File: src/rtl/hazard_ctrl_pkg.sv
// Shared pipeline constants and types for the decode-side hazard controller.
// No logic here: register address width, x0, and the jb squash/pass encoding.
package hazard_ctrl_pkg;
  localparam int REG_ADDR_W = 5;

  typedef logic [REG_ADDR_W-1:0] reg_addr_t;

  localparam reg_addr_t REG_X0    = 5'd0;
  localparam logic      JB_SQUASH = 1'b0;
  localparam logic      JB_PASS   = 1'b1;

  // Destination of the instruction currently sitting in E.
  typedef struct packed {
    logic      valid;
    reg_addr_t rd;
    logic      load;
  } ex_shadow_t;

  function automatic logic src_hit(logic use_src, reg_addr_t src, reg_addr_t rd);
    return use_src && (src == rd);
  endfunction
endpackage

File: src/rtl/hazard_ctrl_if.sv
// Decode-stage operand info in, stall/squash/freeze controls and perf counters out.
// master = pipeline side, slave = hazard controller.
interface hazard_ctrl_if #(parameter int CNT_W = 32);
  import hazard_ctrl_pkg::*;

  logic             d_valid;
  reg_addr_t        d_rs1;
  reg_addr_t        d_rs2;
  logic             d_use_rs1;
  logic             d_use_rs2;
  reg_addr_t        d_rd;
  logic             d_reg_write;
  logic             d_is_load;
  logic             e_jb_taken;
  logic             mem_busy;
  logic             stall;
  logic             jb;
  logic             flush_d;
  logic             freeze;
  logic [CNT_W-1:0] stall_cnt;
  logic [CNT_W-1:0] flush_cnt;

  modport master (
    output d_valid, d_rs1, d_rs2, d_use_rs1, d_use_rs2, d_rd, d_reg_write, d_is_load,
    output e_jb_taken, mem_busy,
    input  stall, jb, flush_d, freeze, stall_cnt, flush_cnt
  );

  modport slave (
    input  d_valid, d_rs1, d_rs2, d_use_rs1, d_use_rs2, d_rd, d_reg_write, d_is_load,
    input  e_jb_taken, mem_busy,
    output stall, jb, flush_d, freeze, stall_cnt, flush_cnt
  );
endinterface

File: src/rtl/hazard_ctrl_sat_counter.sv
// Event counter that sticks at all-ones instead of wrapping.
// Latency: count visible the cycle after en; en is the only hold control.
module sat_counter #(
  parameter int W = 32
) (
  input  logic         clk,
  input  logic         rst,
  input  logic         en,
  output logic [W-1:0] q
);
  always_ff @(posedge clk or negedge rst) begin
    if (!rst) begin
      q <= '0;
    end else if (en && (q != '1)) begin
      q <= q + 1'b1;
    end
  end
endmodule

File: src/rtl/hazard_ctrl.sv
// Load-use stall, taken-branch flush window and global freeze for the D/E registers.
// Latency: controls are combinational from D/E state; mem_busy freezes every register here too.
module hazard_ctrl
  import hazard_ctrl_pkg::*;
#(
  parameter int FLUSH_CYC = 1,
  parameter int CNT_W     = 32
) (
  input  logic          clk,
  input  logic          rst,
  hazard_ctrl_if.slave  hz
);
  localparam logic [2:0] FL_RELOAD = 3'(FLUSH_CYC - 1);

  ex_shadow_t ex_q;
  logic [2:0] fl_cnt;
  logic       load_use;
  logic       flushing;
  logic       frozen;
  logic       stall;
  logic       jb;
  logic       flush_d;
  logic       freeze;
  logic       stall_en;
  logic       flush_en;

  assign frozen   = hz.mem_busy;
  assign flushing = hz.e_jb_taken | (fl_cnt != 3'd0);
  assign load_use = hz.d_valid & ex_q.valid & ex_q.load & (ex_q.rd != REG_X0) &
                    (src_hit(hz.d_use_rs1, hz.d_rs1, ex_q.rd) |
                     src_hit(hz.d_use_rs2, hz.d_rs2, ex_q.rd));

  // Freeze wins over flush: E holds and will re-present a coincident taken branch.
  always_comb begin
    stall   = 1'b0;
    jb      = JB_PASS;
    flush_d = 1'b0;
    freeze  = 1'b0;
    if (!rst) begin
      jb      = JB_SQUASH;
      flush_d = 1'b1;
    end else if (frozen) begin
      freeze  = 1'b1;
    end else if (flushing) begin
      jb      = JB_SQUASH;
      flush_d = 1'b1;
    end else if (load_use) begin
      stall   = 1'b1;
    end
  end

  always_ff @(posedge clk or negedge rst) begin
    if (!rst) begin
      fl_cnt <= 3'd0;
      ex_q   <= '0;
    end else if (!frozen) begin
      if (hz.e_jb_taken) begin
        fl_cnt <= FL_RELOAD;
      end else if (fl_cnt != 3'd0) begin
        fl_cnt <= fl_cnt - 3'd1;
      end
      if (stall || (jb == JB_SQUASH)) begin
        ex_q.valid <= 1'b0;
      end else begin
        ex_q.valid <= hz.d_valid;
        ex_q.rd    <= hz.d_rd;
        ex_q.load  <= hz.d_is_load & hz.d_reg_write;
      end
    end
  end

  assign stall_en = stall & ~frozen;
  assign flush_en = hz.e_jb_taken & ~frozen;

  sat_counter #(.W(CNT_W)) u_stall_cnt (.clk(clk), .rst(rst), .en(stall_en), .q(hz.stall_cnt));
  sat_counter #(.W(CNT_W)) u_flush_cnt (.clk(clk), .rst(rst), .en(flush_en), .q(hz.flush_cnt));

  assign hz.stall   = stall;
  assign hz.jb      = jb;
  assign hz.flush_d = flush_d;
  assign hz.freeze  = freeze;
endmodule

File: src/flat_wrapper.sv
// flat-port wrapper written by rule: the top's interface ports become plain ports
module hazard_ctrl_flat import hazard_ctrl_pkg::*;
#(
  parameter int FLUSH_CYC = 1,
  parameter int CNT_W     = 32
)
  (clk, rst, hz_d_valid, hz_d_rs1, hz_d_rs2, hz_d_use_rs1, hz_d_use_rs2, hz_d_rd, hz_d_reg_write, hz_d_is_load, hz_e_jb_taken, hz_mem_busy, hz_stall, hz_jb, hz_flush_d, hz_freeze, hz_stall_cnt, hz_flush_cnt);
  hazard_ctrl_if #(.CNT_W(CNT_W)) hz_i ();
  input  logic clk;
  input  logic rst;
  input wire logic [$bits(hz_i.d_valid)-1:0] hz_d_valid;
  input wire logic [$bits(hz_i.d_rs1)-1:0] hz_d_rs1;
  input wire logic [$bits(hz_i.d_rs2)-1:0] hz_d_rs2;
  input wire logic [$bits(hz_i.d_use_rs1)-1:0] hz_d_use_rs1;
  input wire logic [$bits(hz_i.d_use_rs2)-1:0] hz_d_use_rs2;
  input wire logic [$bits(hz_i.d_rd)-1:0] hz_d_rd;
  input wire logic [$bits(hz_i.d_reg_write)-1:0] hz_d_reg_write;
  input wire logic [$bits(hz_i.d_is_load)-1:0] hz_d_is_load;
  input wire logic [$bits(hz_i.e_jb_taken)-1:0] hz_e_jb_taken;
  input wire logic [$bits(hz_i.mem_busy)-1:0] hz_mem_busy;
  output wire logic [$bits(hz_i.stall)-1:0] hz_stall;
  output wire logic [$bits(hz_i.jb)-1:0] hz_jb;
  output wire logic [$bits(hz_i.flush_d)-1:0] hz_flush_d;
  output wire logic [$bits(hz_i.freeze)-1:0] hz_freeze;
  output wire logic [$bits(hz_i.stall_cnt)-1:0] hz_stall_cnt;
  output wire logic [$bits(hz_i.flush_cnt)-1:0] hz_flush_cnt;
  assign hz_i.d_valid = hz_d_valid;
  assign hz_i.d_rs1 = hz_d_rs1;
  assign hz_i.d_rs2 = hz_d_rs2;
  assign hz_i.d_use_rs1 = hz_d_use_rs1;
  assign hz_i.d_use_rs2 = hz_d_use_rs2;
  assign hz_i.d_rd = hz_d_rd;
  assign hz_i.d_reg_write = hz_d_reg_write;
  assign hz_i.d_is_load = hz_d_is_load;
  assign hz_i.e_jb_taken = hz_e_jb_taken;
  assign hz_i.mem_busy = hz_mem_busy;
  assign hz_stall = hz_i.stall;
  assign hz_jb = hz_i.jb;
  assign hz_flush_d = hz_i.flush_d;
  assign hz_freeze = hz_i.freeze;
  assign hz_stall_cnt = hz_i.stall_cnt;
  assign hz_flush_cnt = hz_i.flush_cnt;
  hazard_ctrl #(.FLUSH_CYC(FLUSH_CYC), .CNT_W(CNT_W)) u_core (.clk(clk), .rst(rst), .hz(hz_i));
endmodule
File: config.mk
export PLATFORM = sky130hd
export DESIGN_NAME = hazard_ctrl_flat
export DESIGN_NICKNAME = d
export VERILOG_FILES = /design/src/rtl/hazard_ctrl_pkg.sv /design/src/rtl/hazard_ctrl_if.sv /design/src/rtl/hazard_ctrl_sat_counter.sv /design/src/rtl/hazard_ctrl.sv /design/src/flat_wrapper.sv
export SDC_FILE = /design/constraint.sdc
export NUM_CORES = 1
export LEC_CHECK = 0
export CAP_MARGIN = 10
export CORE_MARGIN = 2
export CORE_UTILIZATION = 30
export CTS_BUF_LIST = sky130_fd_sc_hd__clkbuf_4 sky130_fd_sc_hd__clkbuf_8
export DETAILED_ROUTE_END_ITERATION = 6
export PLACE_DENSITY = 0.57
export SKIP_CTS_REPAIR_TIMING = 1
export SLEW_MARGIN = 20
export SYNTH_ARGS = -nofsm -noshare
export SYNTH_HDL_FRONTEND = slang
export SYNTH_HIERARCHICAL = 1
export SYNTH_SLANG_ARGS = --single-unit
File: constraint.sdc
create_clock -name clk -period 3.3 [get_ports clk]
set_clock_uncertainty 0.05 [all_clocks]
set_input_delay 0.33 -clock clk [delete_from_list [all_inputs] [get_ports clk]]
set_output_delay 0.33 -clock clk [all_outputs]
set_load 0.01 [all_outputs]
After elaboration in Yosys (flattened, before gate mapping)
Index checks and enable logic that the tools add are counted.

Muxes and demuxes: 15. $add $sub $neg: 3. Reduce and logical (&&, ||, !) cells: 10. Bitwise logic cells: 12. Equal/unequal tests: 4.

Operator list (number): $add A32 B1 Y32 const B (2); $ne A32 B32 Y1 const B (2); $mux W1 (13); $eq A5 B5 Y1 (2); $and A1 B1 Y1 (7); $mux W3 (2); $reduce_bool A5 Y1 (1); $logic_and A1 B1 Y1 (4); $reduce_and A2 Y1 (2); $not A1 Y1 (3); $reduce_bool A3 Y1 (1); $sub A3 B1 Y3 const B (1); $or A1 B1 Y1 (2); $reduce_bool A2 Y1 (1); $logic_or A1 B1 Y1 (1).

Input bits: 24. Register bits after elaboration: 74. Output and inout port bits: 68.

Depth between registers and ports, before layout
Gate-level depths: netlist (run 1).

Depth after elaboration: 11. Mapped depth: 13. Gate-level depth less buffers: 12.

By module
The synthesis (run 1) kept the hierarchy.

By module, submodules not included: sat_counter (sequential area each 800.8 um^2, cells an instance 151, times used 2, area each 1624.1 um^2); hazard_ctrl (sequential area each 250.2 um^2, cells an instance 65, times used 1, area each 640.6 um^2).

Worst setup path after synthesis (run 1)
OpenSTA, ideal clock, no wires.

Kind: reg2reg. Start: register u_core.fl_cnt[0]. End: register u_core.u_stall_cnt.q[29]. Required time: 3171 ps. Arrival: 2538 ps. Cell stages (with the launch flop): 14. Setup time: 79 ps. Slack: 632 ps. Cell sequence: dfrtp_1 > inv_1 > ha_1 > ha_1 > and2b_2 > nand4b_1 > nor3_2 > and2_2 > and3_1 > nor2b_1 > clkbuf_1 > nand4_1 > nor4_2 > xor2_1.

Word-level cells in the longest chain between the ends: 7.

RTL lines: start, declared (RTL line hazard_ctrl.sv:16) `logic [2:0] fl_cnt;`; start signal, assigned (RTL line hazard_ctrl.sv:60) `fl_cnt <= fl_cnt - 3'd1;`; $reduce_bool A3 Y1 (RTL line hazard_ctrl.sv:28) `assign flushing = hz.e_jb_taken | (fl_cnt != 3'd0);`; $or A1 B1 Y1 (RTL line hazard_ctrl.sv:28); $mux W1 (RTL line hazard_ctrl.sv:44) `end else if (flushing) begin`; $mux W1 (RTL line hazard_ctrl.sv:42) `end else if (frozen) begin`; $mux W1 (RTL line hazard_ctrl.sv:39) `if (!rst) begin`; $and A1 B1 Y1 (RTL line hazard_ctrl.sv:72) `assign stall_en = stall & ~frozen;`; via u_core.stall_en (RTL line hazard_ctrl.sv:24) `logic stall_en;`; $logic_and A1 B1 Y1 (RTL line hazard_ctrl_sat_counter.sv:14) `end else if (en && (q != '1)) begin`; end signal, assigned (RTL line hazard_ctrl_sat_counter.sv:15) `q <= q + 1'b1;`; end, declared (RTL line hazard_ctrl_sat_counter.sv:9) `output logic [W-1:0] q`.

The timed path passes the listed nets, and every way through them passes these cells. A chain may end at the register's enable or synchronous reset.

Final worst setup path (run 1)
Start: register u_core.fl_cnt[0]. End: output port hz_stall.

Word-level cells in the longest chain between the ends: 5.

RTL lines: $reduce_bool A3 Y1 (RTL line hazard_ctrl.sv:28); $or A1 B1 Y1 (RTL line hazard_ctrl.sv:28); $mux W1 (RTL line hazard_ctrl.sv:44); $mux W1 (RTL line hazard_ctrl.sv:42); $mux W1 (RTL line hazard_ctrl.sv:39); end, declared (RTL line flat_wrapper.sv:21) `output wire logic [$bits(hz_i.stall)-1:0] hz_stall;`.

Every way passes these cells.

==> results_dict.tcl, run 1 <==
set metrics [dict create \
    avgSynthCellArea_um2 10.6 \
    syn2layout_area_growth_pct 35.2 \
    hold_violations 0 \
    antenna_left 0 \
    cts_tree "built" \
    vdd_ir_drop_max_mv 0.274 \
    io_pins 92 \
    synth.net_count 395 \
    syn-cell-area_um2 3890 \
    grt_use_total_pct 14.6 \
    rsz0062_at_grt "no" \
    crit_type "reg2out" \
    n_antenna_cell 0 \
    die_h_um 118 \
    cts.sinks 74 \
    netlist_instances 367 \
    setup_viol_count_final 0 \
    place_congestion 0.830 \
    yosys_warnings 6 \
    ys_async_sr_fraction_pct 100 \
    hpwlAfterDp_um 7250 \
    tightest_slew_ns 0.757 \
    status "completed" \
    critPathArrivalTime_ns 2.61 \
    grt-ovfl-total 0 \
    coreArea_um2 12600 \
    end_kind "output port" \
    stdcell_area_um2 5260 \
    final_common_cell "clkdlybuf4s50_1" \
    grt_pass1_wl_um 16300 \
    max_cap_viol_count 0 \
    num_rows 41 \
    routed_wl_um 9830 \
    antenna_found_initial 0 \
    rrSetupSlack_ns 0.34 \
    synth_edf_count 0 \
    initial_core_util_pct 30.8 \
    first_pass_iters 4 \
    mostFrequentLayoutCells "clkdlybuf4s50_1 (90), dfrtp_1 (74), xnor2_1 (58)" \
    max_freq_mhz 335 \
    die-area_um2 13900 \
    hp-class "in2async" \
    ys_ff_latch 74 \
    drive_gt1_share_pct 10.9 \
    crit_fanout 6 \
    power_density_nw_per_um2 454 \
    leakagePower_uw 0.00207 \
    clock_latency_ns 0.36 \
    cp.required_ns 2.92 \
    via_per_inst 4.94 \
    fin_crit_ns 2.99 \
    grt_pass1_vias 3146 \
    synth_cell_types 41 \
    io_buffer_count 91 \
    setup_tns_ns 0 \
    slew_headroom_pct 49.5 \
    slew_viol_final 0 \
    cts_max_level 3 \
    start_kind "register" \
    drt_iter0_markers 294 \
    nNetsFinal 498 \
    ys.flop_type "dfrtp_1" \
    cts_root_buf "clkbuf_8" \
    drc 0 \
    power_uw 2390 \
    placed_area_um2 5020 \
    die_w_um 118 \
    wl_per_cell_um 15.2 \
    cts_buffer_depth 2 \
    synth-seq-area-share_pct 47.6 \
    vias 3196 \
    fill_cells 1268 \
    grt_max_degree 59 \
    cts_buffers 9 \
    cts.clk_slew.worst_paths_ns 0.09 \
    post-route-period-util_pct 90.5 \
]
## per-layer routing
layer	part of all wire [%]	GRT usage, %	wire length [um]	vias up
met2	46	22.8	4510	80
li1	-	-	-	1535
met1	48	19.6	4690	1569
met5	0	0	0	-
met4	1.3	4.67	126	0
met3	5.1	3.97	501	12
## registers in the layout (all words and copies together), names as in the netlist
register	cells
u_core/ex_q	7
u_core/fl_cnt	3
u_core/u_flush_cnt/q	32
u_core/u_stall_cnt/q	32
## cell usage after synthesis, types with 4 or more instances
cell      count  area [um^2]
inv_1         6         22.5
mux2_2        5         56.3
and4_1        8         70.1
xnor2_1      58          508
xor2_1       10         87.6
and3_1        4         25.0
ha_1          4         50.1
nand3_1      30          150
nor3_1        8         40.0
nor2_1       20         75.1
nand4_1      32          200
dfrtp_1      74         1850
mux2_1        4         45.0
a21oi_1       6         30.0
nor3_2        5         50.1
o21ai_0       5         25.0
nand2_1      39          146
or4_4         4         45.0
nor4_1        6         37.5
o211ai_1      4         30.0
## worst paths after layout
check | start | to | depth (start not counted)
setup reg to reg | u_core/fl_cnt[0] | u_core/u_stall_cnt/q[25] | 12
setup / recovery | u_core/fl_cnt[0] | hz_stall | 8
hold reg to reg | u_core/ex_q[6] | u_core/ex_q[6] | 2
hold / removal | rst | u_core/u_flush_cnt/q[2] | 2
max in group asynchronous | rst | u_core/u_flush_cnt/q[31] | 3
min in group clk | u_core/ex_q[6] | u_core/ex_q[6] | 2
## worst max-delay path, stage by stage, from the launching register on
cell	delay, ns
dfrtp_1	0.41
inv_1	0.07
ha_1	0.14
ha_1	0.25
and2b_2	0.20
nand4b_1	0.15
nor3_2	0.27
and2_4	0.21
clkdlybuf4s50_1	0.55
## power breakdown
group / switching [uW] / leakage (uW) / internal [uW]
logic: 198 / 0.000942 / 255
clock network: 343 / 0.000120 / 476
registers: 116 / 0.00101 / 999
total: 658 / 0.00207 / 1730
## per-stage QoR
stage / setup WS [ns] / hold WS (ns) / instances / utilization, %
finish: 0.314 / 0.394 / 647 / 41.7
floorplan: 0.632 / -0.0156 / 367 / -
global placement: 0.410 / 0.176 / 630 / 39.7
global route: 0.174 / 0.396 / 647 / 41.7
CTS: 0.276 / -0.225 / 646 / 41.6
detailed placement: 0.356 / 0.176 / 630 / 39.7
## cell families (layout without fill, tap and decap cells)
group,Yosys count,after routing,share of synthesized area (%)
fa+ha+maj,4,4,1.29
simple gates,178,178,27.1
xor+xnor,68,68,15.3
flops,74,74,47.6
mux,9,9,2.61
compound gates,23,23,4.63
buf+inv,11,119,1.45
## cell type report
type	count	area, um^2	area share (%)
Sequential cell	74	1850	35.2
Inverter	6	22.5	0.428
Timing Repair Buffer	97	956	18.2
Clock buffer	12	159	3.02
Multi-Input combinational cell	282	1980	37.7
Tap cell	172	215	4.09
Clock inverter	4	73.8	1.40
No activity file was read; power rests on OpenSTA's default activity.
==> inputs of run 2 (changes only) <==
--- a/config.mk
+++ b/config.mk
@@ -10,7 +10,8 @@
 export CORE_UTILIZATION = 30
 export CTS_BUF_LIST = sky130_fd_sc_hd__clkbuf_4 sky130_fd_sc_hd__clkbuf_8
 export DETAILED_ROUTE_END_ITERATION = 6
-export PLACE_DENSITY = 0.57
+export GPL_TIMING_DRIVEN = 0
+export PLACE_DENSITY = 0.52
 export SKIP_CTS_REPAIR_TIMING = 1
 export SLEW_MARGIN = 20
 export SYNTH_ARGS = -nofsm -noshare
==> results_dict.tcl, run 2 (same netlist as run 1, synthesis figures left out) <==
set metrics [dict create \
    leakagePower_uw 0.00205 \
    comb_power_share_pct 20.2 \
    tightest_slew_ns 0.721 \
    max_freq_mhz 331 \
    end_kind "register" \
    die-area_um2 13900 \
    cts.sinks 74 \
    antenna_found_initial 0 \
    num_rows 41 \
    clockPowerShare_pct 30.2 \
    power_density_nw_per_um2 429 \
    hpwlAfterDp_um 7350 \
    grt_use_total_pct 14.7 \
    place_congestion 0.812 \
    initial_core_util_pct 30.8 \
    cts_max_level 3 \
    via_per_inst 4.95 \
    max_cap_viol_count 0 \
    io_buffer_count 91 \
    vdd_ir_drop_max_mv 0.269 \
    hp-class "in2async" \
    switchingPower_uw 664 \
    critPathArrivalTime_ns 3.21 \
    coreArea_um2 12600 \
    antenna_left 0 \
    crit_fanout 6 \
    cts_tree "built" \
    rrSetupSlack_ns 0.28 \
    grt-ovfl-total 0 \
    routed_wl_um 10100 \
    reg2reg_depth 12 \
    vias 3208 \
    setup_viol_count_final 0 \
    post-route-period-util_pct 91.6 \
    placed_area_um2 5040 \
    fin_crit_ns 3.02 \
    die_h_um 118 \
    die_w_um 118 \
    grt_pass1_vias 3131 \
    final_common_cell "clkdlybuf4s50_1" \
    status "completed" \
    slew_headroom_pct 51.5 \
    cts_root_buf "clkbuf_8" \
    switching_share_pct 29.5 \
    cts.clk_slew.worst_paths_ns 0.08 \
    fill_cells 1256 \
    dp_cells 631 \
    r2r_end "u_core/u_stall_cnt/q[25]" \
    regArea_um2 1850 \
    multiInputGateArea_um2 1980 \
    io_pins 92 \
    hold_violations 0 \
    finalNonFillerCells 648 \
    drt_iter0_markers 184 \
    cts_buffers 9 \
    cts_buffer_depth 2 \
    rsz0062_at_grt "no" \
    mostFrequentLayoutCells "clkdlybuf4s50_1 (90), dfrtp_1 (74), xnor2_1 (58)" \
    final_core_util_pct 41.5 \
    grt_pass1_wl_um 16300 \
    crit_type "reg2reg" \
    drive_gt1_share_pct 10.7 \
    nNetsFinal 499 \
    cp.required_ns 3.49 \
    p_int_uw 1590 \
    first_pass_iters 5 \
    grt_max_degree 50 \
    slew_viol_final 0 \
    reg2reg_from "u_core/fl_cnt[0]" \
    drc 0 \
    syn2layout_area_growth_pct 34.8 \
    largestRegisters "u_core/u_flush_cnt/q (32), u_core/u_stall_cnt/q (32), u_core/ex_q (7)" \
    clock_latency_ns 0.36 \
    p_seq_share_pct 49.5 \
    start_kind "register" \
    wl_per_cell_um 15.6 \
    n_antenna_cell 0 \
    stdcell_area_um2 5240 \
]
run 2: cell count changes in the layout (fill, tap and decap cells not counted), sizes merged:
cell,change
buf,-2
bufinv,-2
clkbuf,+3
clkinvlp,+2
run 2: power by group through the flow:
stage | registers (uW) | logic, uW | clock network, uW
global route | 1130 | 502 | 746
detailed placement | 1130 | 457 | 0
CTS | 1110 | 459 | 712
finish | 1110 | 456 | 681
floorplan | 1120 | 260 | 0
global placement | 1130 | 442 | 0
run 2: how the worst max path moves through the flow:
stage	from	end	slack, ns	cells past startpoint
after floorplan	u_core/fl_cnt[0]	u_core/u_stall_cnt/q[29]	0.63	13
after global placement	rst	u_core/u_stall_cnt/q[29]	-2.69	10
after detailed placement	hz_e_jb_taken	u_core/u_stall_cnt/q[29]	0.15	11
after CTS	u_core/fl_cnt[0]	u_core/u_stall_cnt/q[29]	0.14	13
after global routing	u_core/fl_cnt[0]	u_core/u_stall_cnt/q[29]	0.09	13
final	u_core/fl_cnt[0]	u_core/u_stall_cnt/q[25]	0.28	12
run 2: metrics by stage:
step | hold WS, ns | worst slack (ns) | total power, uW | TNS, ns
6_report | 0.395 | 0.278 | 2250 | 0
3_5_place_dp | 0.237 | 0.151 | 1590 | 0
3_3_place_gp | 0.423 | -2.69 | 1570 | -168.05
2_1_floorplan | -0.0156 | 0.632 | 1380 | 0
5_1_grt | 0.419 | 0.0898 | 2380 | 0
4_1_cts | -0.154 | 0.142 | 2290 | 0
run 2: layer usage:
layer,vias to the layer above,wire (um),track usage [%]
li1,1537,-,-
met1,1580,4750,19.2
met2,82,4830,23.8
met3,9,427,4.07
met4,0,96,4.22
met5,-,0,0
run 2: final cells by class:
type	count	area share (%)
multi-input combinational	282	37.8
tap	172	4.11
clock buffer	12	3.15
sequential	74	35.3
inverter	6	0.430
clock inverter	4	0.477
buffer	5	0.668
timing repair buffer	93	18.0
run 2: worst max-delay path, cell delays in order, from the launching register on:
cell,delay [ns]
dfrtp_1,0.41
inv_1,0.07
ha_1,0.14
ha_1,0.25
and2b_2,0.22
nand4b_1,0.14
nor3_2,0.28
and2_2,0.30
and3_1,0.23
nand3_1,0.23
nor3_2,0.30
nand4_1,0.14
xnor2_1,0.14
==> inputs of run 3 (changes only) <==
--- a/config.mk
+++ b/config.mk
@@ -5,13 +5,14 @@
 export SDC_FILE = /design/constraint.sdc
 export NUM_CORES = 1
 export LEC_CHECK = 0
+export ABC_AREA = 1
 export CAP_MARGIN = 10
 export CORE_MARGIN = 2
-export CORE_UTILIZATION = 30
+export CORE_UTILIZATION = 28
 export CTS_BUF_LIST = sky130_fd_sc_hd__clkbuf_4 sky130_fd_sc_hd__clkbuf_8
 export DETAILED_ROUTE_END_ITERATION = 6
 export GPL_TIMING_DRIVEN = 0
-export PLACE_DENSITY = 0.52
+export PLACE_DENSITY = 0.47
 export SKIP_CTS_REPAIR_TIMING = 1
 export SLEW_MARGIN = 20
 export SYNTH_ARGS = -nofsm -noshare
==> results_dict.tcl, run 3 <==
set metrics [dict create \
    status "completed" \
    cts_tree "built" \
    tightest_slew_ns 0.617 \
    final_core_util_pct 36.6 \
    ys_ff_latch 74 \
    synth_mux_area_share_pct 0 \
    synth.most_common_cell "nand2_1" \
    dr_wl_met3_um 665 \
    drt_iter0_markers 238 \
    hold_violations 0 \
    synthTopCellsByArea "dfrtp_1 (36%), nand2_1 (24%), nor2_1 (8.4%)" \
    initial_core_util_pct 28.5 \
    grt_max_degree 46 \
    max_cap_viol_count 0 \
    vias 4928 \
    power_density_nw_per_um2 335 \
    syn-cell-area_um2 5100 \
    synth_top_family_by_area "simple AND/OR/NAND/NOR gates" \
    synth-compound-area-share_pct 1.67 \
    die_w_um 139 \
    die-area_um2 19300 \
    via_per_inst 4.40 \
    drc 0 \
    slew_headroom_pct 58.7 \
    synthAdderAreaFrac_pct 0.981 \
    coreArea_um2 17900 \
    dr_wl_met2_um 7010 \
    io_pins 92 \
    first_pass_iters 6 \
    post-place-ws_ns -0.379 \
    cts.clk_slew.worst_paths_ns 0.09 \
    mostFrequentLayoutCells "nand2_1 (331), nor2_1 (113), clkdlybuf4s50_1 (90)" \
    cts_root_buf "clkbuf_8" \
    ys.flop_type "dfrtp_1" \
    drive_gt1_share_pct 8.31 \
    avgSynthCellArea_um2 6.53 \
    yosysTopAreaCellShare_pct 36.3 \
    synth_area_leader_cell "dfrtp_1" \
    hold_slack_ns 0.432 \
    crit_fanout 10 \
    max_freq_mhz 336 \
    reg2reg_from "u_core/fl_cnt[0]" \
    dp_cells 1102 \
    cts_max_level 3 \
    setup_tns_ns 0 \
    rsz0062_at_grt "no" \
    syn2layout_area_growth_pct 28.5 \
    start_kind "register" \
    end_kind "register" \
    grt-ovfl-total 0 \
    setup_viol_count_final 0 \
    post-route-period-util_pct 90.2 \
    cts_buffer_depth 2 \
    crit_type "reg2reg" \
    top_layer "met4" \
    cts.sinks 74 \
    synthSimpleGateAreaFrac_pct 50.1 \
    io_buffer_count 91 \
    hp-class "reg2reg" \
    final_common_cell "nand2_1" \
    ys_async_sr_fraction_pct 100 \
    nNetsFinal 915 \
    leakagePower_uw 0.00285 \
    n_antenna_cell 0 \
    routed_wl_um 15000 \
    cp.required_ns 3.52 \
    slew_viol_final 0 \
    synth_edf_count 0 \
    grt_pass1_vias 4518 \
    num_rows 49 \
    fin_crit_ns 2.98 \
    critPathArrivalTime_ns 3.20 \
    setup.worst_path.start "u_core/fl_cnt[0]" \
    largestRegisters "u_core/u_flush_cnt/q (32), u_core/u_stall_cnt/q (32), u_core/ex_q (7)" \
    wl_per_cell_um 13.4 \
    synth_common_cells "nand2_1 (331), nor2_1 (114), inv_1 (79)" \
    antenna_found_initial 0 \
    synth_cell_types 27 \
    clock_latency_ns 0.37 \
    synth.net_count 809 \
    antenna_left 0 \
    worst_slack_ns 0.324 \
    hpwlAfterDp_um 11600 \
    place_congestion 0.853 \
    wirelength_met1_um 7260 \
    finalNonFillerCells 1120 \
    grt_pass1_wl_um 24200 \
    hp-start "u_core/ex_q[6]" \
    netlist_instances 781 \
    yosys_warnings 6 \
    grt_use_total_pct 15.7 \
    synth-seq-area-share_pct 36.3 \
    synth_xor_xnor_area_share_pct 2.75 \
    vdd_ir_drop_max_mv 0.219 \
    die_h_um 139 \
    cts_buffers 9 \
]
## run 3: cell types whose count changed in the layout (fill, tap and decap cells not counted), moves of 8 or more
cell / previous run / this run
nand3b_1: 3 / 16
nand2_2: 2 / 17
nand2_1: 39 / 331
xnor2_1: 58 / 14
nor2_1: 20 / 113
nor2_4: 0 / 8
inv_1: 6 / 79
nand3_1: 30 / 57
and4_1: 8 / 0
xor2_1: 10 / 2
nand4_1: 32 / 20
## run 3: where the power goes
part | internal [uW] | switching [uW] | leakage (uW)
clock | 381 | 360 | 0.000103
sequential | 979 | 80.3 | 0.00102
combinational | 187 | 211 | 0.00173
## run 3: final timing paths
kind                                            end  slack [ns]  cells after the start
max                        u_core/u_stall_cnt/q[28]        0.32                     16
min in group asynchronous            u_core/ex_q[6]        0.44                      3
max in group asynchronous  u_core/u_flush_cnt/q[20]        2.53                      3
max reg2reg                u_core/u_stall_cnt/q[28]        0.32                     16
min reg2reg                          u_core/ex_q[6]        0.43                      2
min                                  u_core/ex_q[6]        0.43                      2
## run 3: through the flow
stage,power (uW),instance area [um^2]
finish,2200,6560
detailed placement,1480,6320
global placement,1470,6300
global route,2350,6560
CTS,2240,6510
floorplan,1310,5100
## run 3: cell families after synthesis
kind of cell	Yosys count
buffers and inverters	92
XOR/XNOR	16
adder cells (fa/ha/maj)	4
AND/OR/NAND/NOR	581
AO/OA/AOI/OAI	14
flip-flops	74
## run 3: final cells by class
class	count	area, um^2
Clock inverter	3	40.0
Sequential cell	74	1850
Fill cell	1973	11300
Clock buffer	12	153
Timing Repair Buffer	95	973
Inverter	82	308
Buffer	10	113
Multi-Input combinational cell	615	2830
Tap cell	229	287
## run 3: metal layers
metal / track usage, % / up-vias
li1: - / 2635
met1: 20.9 / 2186
met2: 26.1 / 98
met3: 3.76 / 9
met4: 3.35 / 0
met5: 0 / -
## run 3: critical path, cell delays in order (launching register included)
cell	delay [ns]
dfrtp_1	0.37
inv_1	0.08
ha_1	0.15
ha_1	0.17
nand2_2	0.07
nor3_4	0.17
nand2_1	0.08
nor2_2	0.12
nand2_4	0.12
inv_1	0.25
inv_1	0.15
nor2_1	0.31
nand2_1	0.15
nor2_1	0.37
nand3_1	0.13
nand2_1	0.08
nand2_1	0.05
